File: config.mk
export PLATFORM = sky130hd
export DESIGN_NAME = dcm_reset_sequencer
export DESIGN_NICKNAME = d
export VERILOG_FILES = /design/src/rtl/dcm_reset_sequencer.sv
export SDC_FILE = /design/constraint.sdc
export NUM_CORES = 1
export LEC_CHECK = 0
export BUFFER_PORTS_ARGS = -buffer_cell sky130_fd_sc_hd__buf_2
export CORE_MARGIN = 4
export CORE_UTILIZATION = 40
export DETAILED_ROUTE_END_ITERATION = 8
export GPL_ROUTABILITY_DRIVEN = 0
export SLEW_MARGIN = 15
export SYNTH_ARGS = -nofsm -noshare
export SYNTH_HDL_FRONTEND = slang
export SYNTH_SLANG_ARGS = --single-unit
File: constraint.sdc
create_clock -name clock -period 3.1 [get_ports clock]
set_input_delay 0.62 -clock clock [delete_from_list [all_inputs] [get_ports clock]]
set_output_delay 0.62 -clock clock [all_outputs]
set_load 0.02 [all_outputs]
File: src/rtl/dcm_reset_sequencer.sv
// DCM lock-side controller: pulses DCM RST, retries on lock timeout, releases sys_reset after stable lock.
// Optional macro DCM_RESET_SEQUENCER_SYNC_EN adds a 2-flop synchronizer on dcm_locked.
module dcm_reset_sequencer #(
    parameter int ResetHold    = 4,
    parameter int LockTimeout  = 65535,
    parameter int SettleCycles = 16,
    parameter int RetryMax     = 7
) (
    input  logic       clock,
    input  logic       reset,
    input  logic       dcm_locked,
    output logic       dcm_reset,
    output logic       sys_reset,
    output logic       ready,
    output logic       fault,
    output logic [2:0] retries,
    output logic [2:0] state_dbg
);

    typedef enum logic [2:0] {
        ST_HOLD   = 3'd0,
        ST_WAIT   = 3'd1,
        ST_SETTLE = 3'd2,
        ST_RUN    = 3'd3,
        ST_FAULT  = 3'd4
    } state_t;

    localparam logic [15:0] HoldLast    = 16'(ResetHold - 1);
    localparam logic [15:0] TimeoutLast = 16'(LockTimeout - 1);
    localparam logic [15:0] SettleLast  = 16'(SettleCycles - 1);
    localparam logic [2:0]  RetryLast   = 3'(RetryMax);

    state_t      state, state_nxt;
    logic [15:0] cnt, cnt_nxt;
    logic [2:0]  retries_nxt;
    logic        lk;

`ifdef DCM_RESET_SEQUENCER_SYNC_EN
    logic lk_meta, lk_sync;

    always_ff @(posedge clock) begin
        if (reset) begin
            lk_meta <= 1'b0;
            lk_sync <= 1'b0;
        end else begin
            lk_meta <= dcm_locked;
            lk_sync <= lk_meta;
        end
    end

    assign lk = lk_sync;
`else
    assign lk = dcm_locked;
`endif

    always_ff @(posedge clock) begin
        if (reset) begin
            state   <= ST_HOLD;
            cnt     <= '0;
            retries <= '0;
        end else begin
            state   <= state_nxt;
            cnt     <= cnt_nxt;
            retries <= retries_nxt;
        end
    end

    // Lock is checked before the timeout so a lock arriving on the timeout cycle wins.
    always_comb begin
        state_nxt   = state;
        cnt_nxt     = cnt + 16'd1;
        retries_nxt = retries;
        case (state)
            ST_HOLD: begin
                if (cnt == HoldLast) state_nxt = ST_WAIT;
            end
            ST_WAIT: begin
                if (lk) begin
                    state_nxt = ST_SETTLE;
                end else if (cnt == TimeoutLast) begin
                    if (retries == RetryLast) begin
                        state_nxt = ST_FAULT;
                    end else begin
                        retries_nxt = retries + 3'd1;
                        state_nxt   = ST_HOLD;
                    end
                end
            end
            ST_SETTLE: begin
                if (!lk) begin
                    state_nxt = ST_WAIT;
                end else if (cnt == SettleLast) begin
                    state_nxt   = ST_RUN;
                    retries_nxt = '0;
                end
            end
            ST_RUN: begin
                if (!lk) state_nxt = ST_HOLD;
            end
            ST_FAULT: begin
                state_nxt = ST_FAULT;
            end
            default: begin
                state_nxt = ST_HOLD;
            end
        endcase
        if (state_nxt != state) cnt_nxt = '0;
    end

    // Outputs are registered from the current state, so they trail the state by one edge.
    always_ff @(posedge clock) begin
        if (reset) begin
            dcm_reset <= 1'b1;
            sys_reset <= 1'b1;
            ready     <= 1'b0;
            fault     <= 1'b0;
        end else begin
            dcm_reset <= (state == ST_HOLD) || (state == ST_FAULT);
            sys_reset <= (state != ST_RUN);
            ready     <= (state == ST_RUN);
            fault     <= (state == ST_FAULT);
        end
    end

    assign state_dbg = state;

endmodule

Word level (Yosys, flattened, before mapping)
Cells that the tools add are included.
W data, S select, Z words.
{"block": "word_totals", "ff_bits": 26, "inputBits": 3, "out_inout_bits": 10}
{"block": "classes", "n_addsub": 2, "eq_ne": 15, "n_mux": 14, "reduce_logical": 5}
{"cell": "$mux W3", "n": 12}
{"cell": "$add A16 B1 Y16 const B", "n": 1}
{"cell": "$eq A16 B16 Y1 const B", "n": 1}
{"cell": "$eq A16 B2 Y1 const B", "n": 1}
{"cell": "$eq A16 B4 Y1 const B", "n": 1}
{"cell": "$pmux W3 S5", "n": 1}
{"cell": "$ne A2 B2 Y1 const B", "n": 5}
{"cell": "$eq A3 B2 Y1 const B", "n": 2}
{"cell": "$eq A3 B3 Y1 const B", "n": 2}
{"cell": "$pmux W3 S2", "n": 1}
{"cell": "$reduce_and A6 Y1", "n": 1}
{"cell": "$add A3 B1 Y3 const B", "n": 1}
{"cell": "$eq A3 B1 Y1 const B", "n": 1}
{"cell": "$logic_not A3 Y1", "n": 1}
{"cell": "$ne A3 B2 Y1 const B", "n": 1}
{"cell": "$ne A3 B3 Y1", "n": 1}
{"cell": "$reduce_bool A2 Y1", "n": 1}
{"cell": "$reduce_or A2 Y1", "n": 1}
{"cell": "$logic_or A1 B1 Y1", "n": 1}

Logic depth before layout (Yosys ltp)
{"block": "depth", "depth_word": 7, "ltp_mapped": 7}

Worst setup path after synthesis
No wires, ideal clock.
{"block": "synth_path", "kind": "register to register", "start": "reg cnt[0]", "end": "reg cnt[10]", "setup_ns": 0.132, "t_arrival_ns": 1.885, "t_required_ns": 2.968, "slack_ns": 1.083, "stages_incl_launch_ff": 7, "path_cell_list": "dfxtp_1 -> ha_1 -> nor4b_1 -> nand4_1 -> o221ai_1 -> clkbuf_1 -> nor3_1"}
{"block": "synth_via", "elab_chain_len": 6}
{"element": "start: declaration", "line_no": "34", "source": "logic [15:0] cnt, cnt_nxt;"}
{"element": "start signal: assignment", "line_no": "63", "source": "cnt <= cnt_nxt;"}
{"element": "$eq A16 B4 Y1 / $eq A16 B16 Y1 (equally long branches)", "line_no": "92, 80"}
{"element": "$mux W3 (on tied branches)", "line_no": "92, 80"}
{"element": "$mux W3 (on tied branches)", "line_no": "90, 78"}
{"element": "$pmux W3 S5", "line_no": "73", "source": "case (state)"}
{"element": "$ne A3 B3 Y1", "line_no": "107", "source": "if (state_nxt != state) cnt_nxt = '0;"}
{"element": "$reduce_or A2 Y1 (no line)"}
Parallel ways exist; a longest one is shown, timed or not.
A chain may end at the register's enable or synchronous reset.

Worst setup path after layout
{"block": "layout_path", "start": "reg cnt[2]", "end": "reg cnt[10]"}
The elaborated chain is that of the path after synthesis.

==> results.md <==
- Sequential fraction of the synthesis area: 40.8%
- CP Launch Type: flip-flop
- Remaining DRCs: 0
- WS Path Type: reg -> reg
- Vias in the first global route: 1023
- Critical path required time: 3.29 ns
- Synth Area in Simple Gates: 30.3%
- Post-Syn Nets: 147
- Clk buf depth: 2
- Final setup vio count: 0
- Worst rel slew slack: 52.5%
- CTS Buf Count: 3
- CTS Hold Bufs: 0
- CTS Sinks: 26
- DRT iter0 DRCs: 75
- Routed Antenna Nets: 0
- CORE AREA: 3050 um2
- Hpwl dp: 1860 um
- Slew Limit Fails: 0
- Max FO, Critical Path: 16
- Area grow syn2layout: 10.8%
- Starting Density: 41.8%
- I/O Pins: 13
- Warnings from Yosys: 0
- Clk_lat worst skew: 0.32 ns
- Placed insts: 193
- Clk_skew: 0.00857 ns
- Worst-path clk slew: 0.15 ns
- Ys flop type: dfxtp_1
- Pleak: 0.000485 uW
- Pre-CTS setup slack: 0.812 ns
- Post-synthesis register bit count: 26
- Power per Cell Area: 451 nW/um2
- RSZ-0062 raised after global routing: no
- Vias: 1074
- Die area: 4150 um2
- Die Height: 64.5 um
- Sequential cell area: 520 um2
- Count of cell types in the netlist: 39
- Final net count: 161
- Pin count of the biggest net entering global routing: 17
- Max cap viols: 0
- Final setup margin: 0.800 ns
- Worst EP arrival: 2.49 ns
- Maximum VDD drop: 298 uV
- Hold crit path type: in -> reg
- Setup TNS: 0 ns
- DR vias/cell: 5.45
- CTS root buffer: clkbuf_4
- Count of flip-flops with a built-in enable after synthesis: 0
- Worst slew pin tran: 0.713 ns
- Port bufs: 12
- Area of the multi-input gates: 707 um2
- Ys async rst share: 0%
- Mux cell area share after synthesis: 2.36%
- Status: complete, no violations
- Row cnt: 20
- Largest family of logic cells by synthesized area: simple AND/OR/NAND/NOR gates
- Adder-cell share of the synthesized area: 3.93%
- Non-filler cells, final: 197
- CP Capture Type: flip-flop
- Layout cell share with drive strength beyond 1: 14.4%
- Antenna violations before repair: 0
- Routed WL per cell: 13.1 um
- Min Tclk post-route: 2.30 ns
- CTS tree: built
- Total global routing overflow: 0
- Highest clock rate: 0.435 GHz
- Post-CTS setup buffer count: 0
- H-tree depth: 1
- DIE WIDTH: 64.5 um
- Synth Area in Compound Gates: 9.22%
- Filler cells: 311
- DRT Wirelength: 2580 um
- Final Hold Slack: 0.457 ns
- First-pass GRT wire length: 4620 um
- Final core occ: 46.3%
- Post-Syn Area per Cell: 9.11 um2
- Synthesized area: 1270 um2
- Final hold vios: 0
- Total track usage: 13.9%
- Antenna cells: 0
- First-pass iteration count of the detailed router: 4
- Cell count after synthesis: 140
- Resize count post-CTS: 0
- Post-synthesis xor/xnor area fraction: 9.62%
- Final period util: 74.2%
==> per-layer routing <==
metal	track usage (%)	vias up	wire (um)
met3	4.85	2	125
met2	22.3	26	1210
met4	2.90	0	14
li1	-	539	-
met1	18.0	507	1220
met5	0	-	0
==> worst max-delay path, stage by stage, from the launching register on <==
cell and delay (ns):
dfxtp_1 0.50, nand4_1 0.12, buf_4 0.20, or4_4 0.56, a221oi_4 0.67, nor3_1 0.11
==> Yosys cell counts, drive strengths merged (3+ instances only) <==
master	instances	area, um2
nor4	7	43.8
mux2i	3	30.0
or3	3	18.8
nand3	5	25.0
clkbuf	3	12.5
ha	4	50.1
nand4	8	50.1
nor2	5	18.8
xor2	4	35.0
nand2	12	45.0
inv	5	18.8
xnor2	10	87.6
dfxtp	26	521
nor3	16	80.1
==> layout make-up <==
cell class / count / area share (%)
Timing Repair Buffer: 14 / 5.31
Inverter: 5 / 1.33
Clock buffer: 4 / 2.57
Multi-Input combinational cell: 104 / 50.0
Sequential cell: 26 / 36.8
Tap cell: 44 / 3.90
==> power breakdown <==
part | internal, uW | leakage, uW | switching, uW
Combinational | 35.9 | 0.000254 | 57.2
Sequential | 348 | 0.000210 | 21.9
Clock | 71.9 | 0.0000210 | 102
Total | 456 | 0.000485 | 181
==> cells in the final DEF, fill, tap and decap left out, types with 2 or more instances in the layout <==
master / instances
dfxtp_1: 26
nor3_1: 16
nand2_1: 12
buf_2: 12
xnor2_1: 10
nand4_1: 8
nor4_1: 7
inv_1: 5
nor2_1: 5
nand3_1: 5
xor2_1: 4
ha_1: 4
or3_1: 3
mux2i_1: 3
clkbuf_4: 3
a21oi_1: 2
and2_1: 2
o21ai_0: 2
a211oi_1: 2
and3_1: 2
buf_4: 2
==> through the flow <==
| stage | instance area, um2 | power, uW |
|---|---|---|
| final | 1410 | 637 |
| after floorplan | 1270 | 445 |
| after detailed placement | 1380 | 470 |
| after global routing | 1410 | 674 |
| after CTS | 1410 | 642 |
| after global placement | 1380 | 469 |
==> final timing paths <==
kind / startpoint / end / slack (ns) / depth (start not counted)
worst max-delay path: cnt[2]$_SDFF_PP0_ / cnt[10]$_SDFF_PP0_ / 0.80 / 5
worst min-delay path: reset / state_dbg[0]$_SDFF_PP0_ / 0.46 / 2
worst max register to register: cnt[2]$_SDFF_PP0_ / cnt[10]$_SDFF_PP0_ / 0.80 / 5
worst min register to register: retries[1]$_SDFFE_PP0P_ / retries[1]$_SDFFE_PP0P_ / 0.50 / 2
==> state kept, by name, summed over array words and instances, names as in the netlist <==
| signal | cells |
|---|---|
| cnt | 16 |
| retries | 3 |
| state_dbg | 3 |
| sys_reset | 1 |
| dcm_reset | 1 |
| ready | 1 |
| fault | 1 |
==> logic make-up after synthesis <==
logic type / Yosys count
XOR/XNOR: 14
multiplexers: 3
buffers and inverters: 10
AND/OR/NAND/NOR: 69
AO/OA/AOI/OAI: 14
flip-flops: 26
adder cells (fa/ha/maj): 4
No activity file was read; power rests on OpenSTA's default activity.
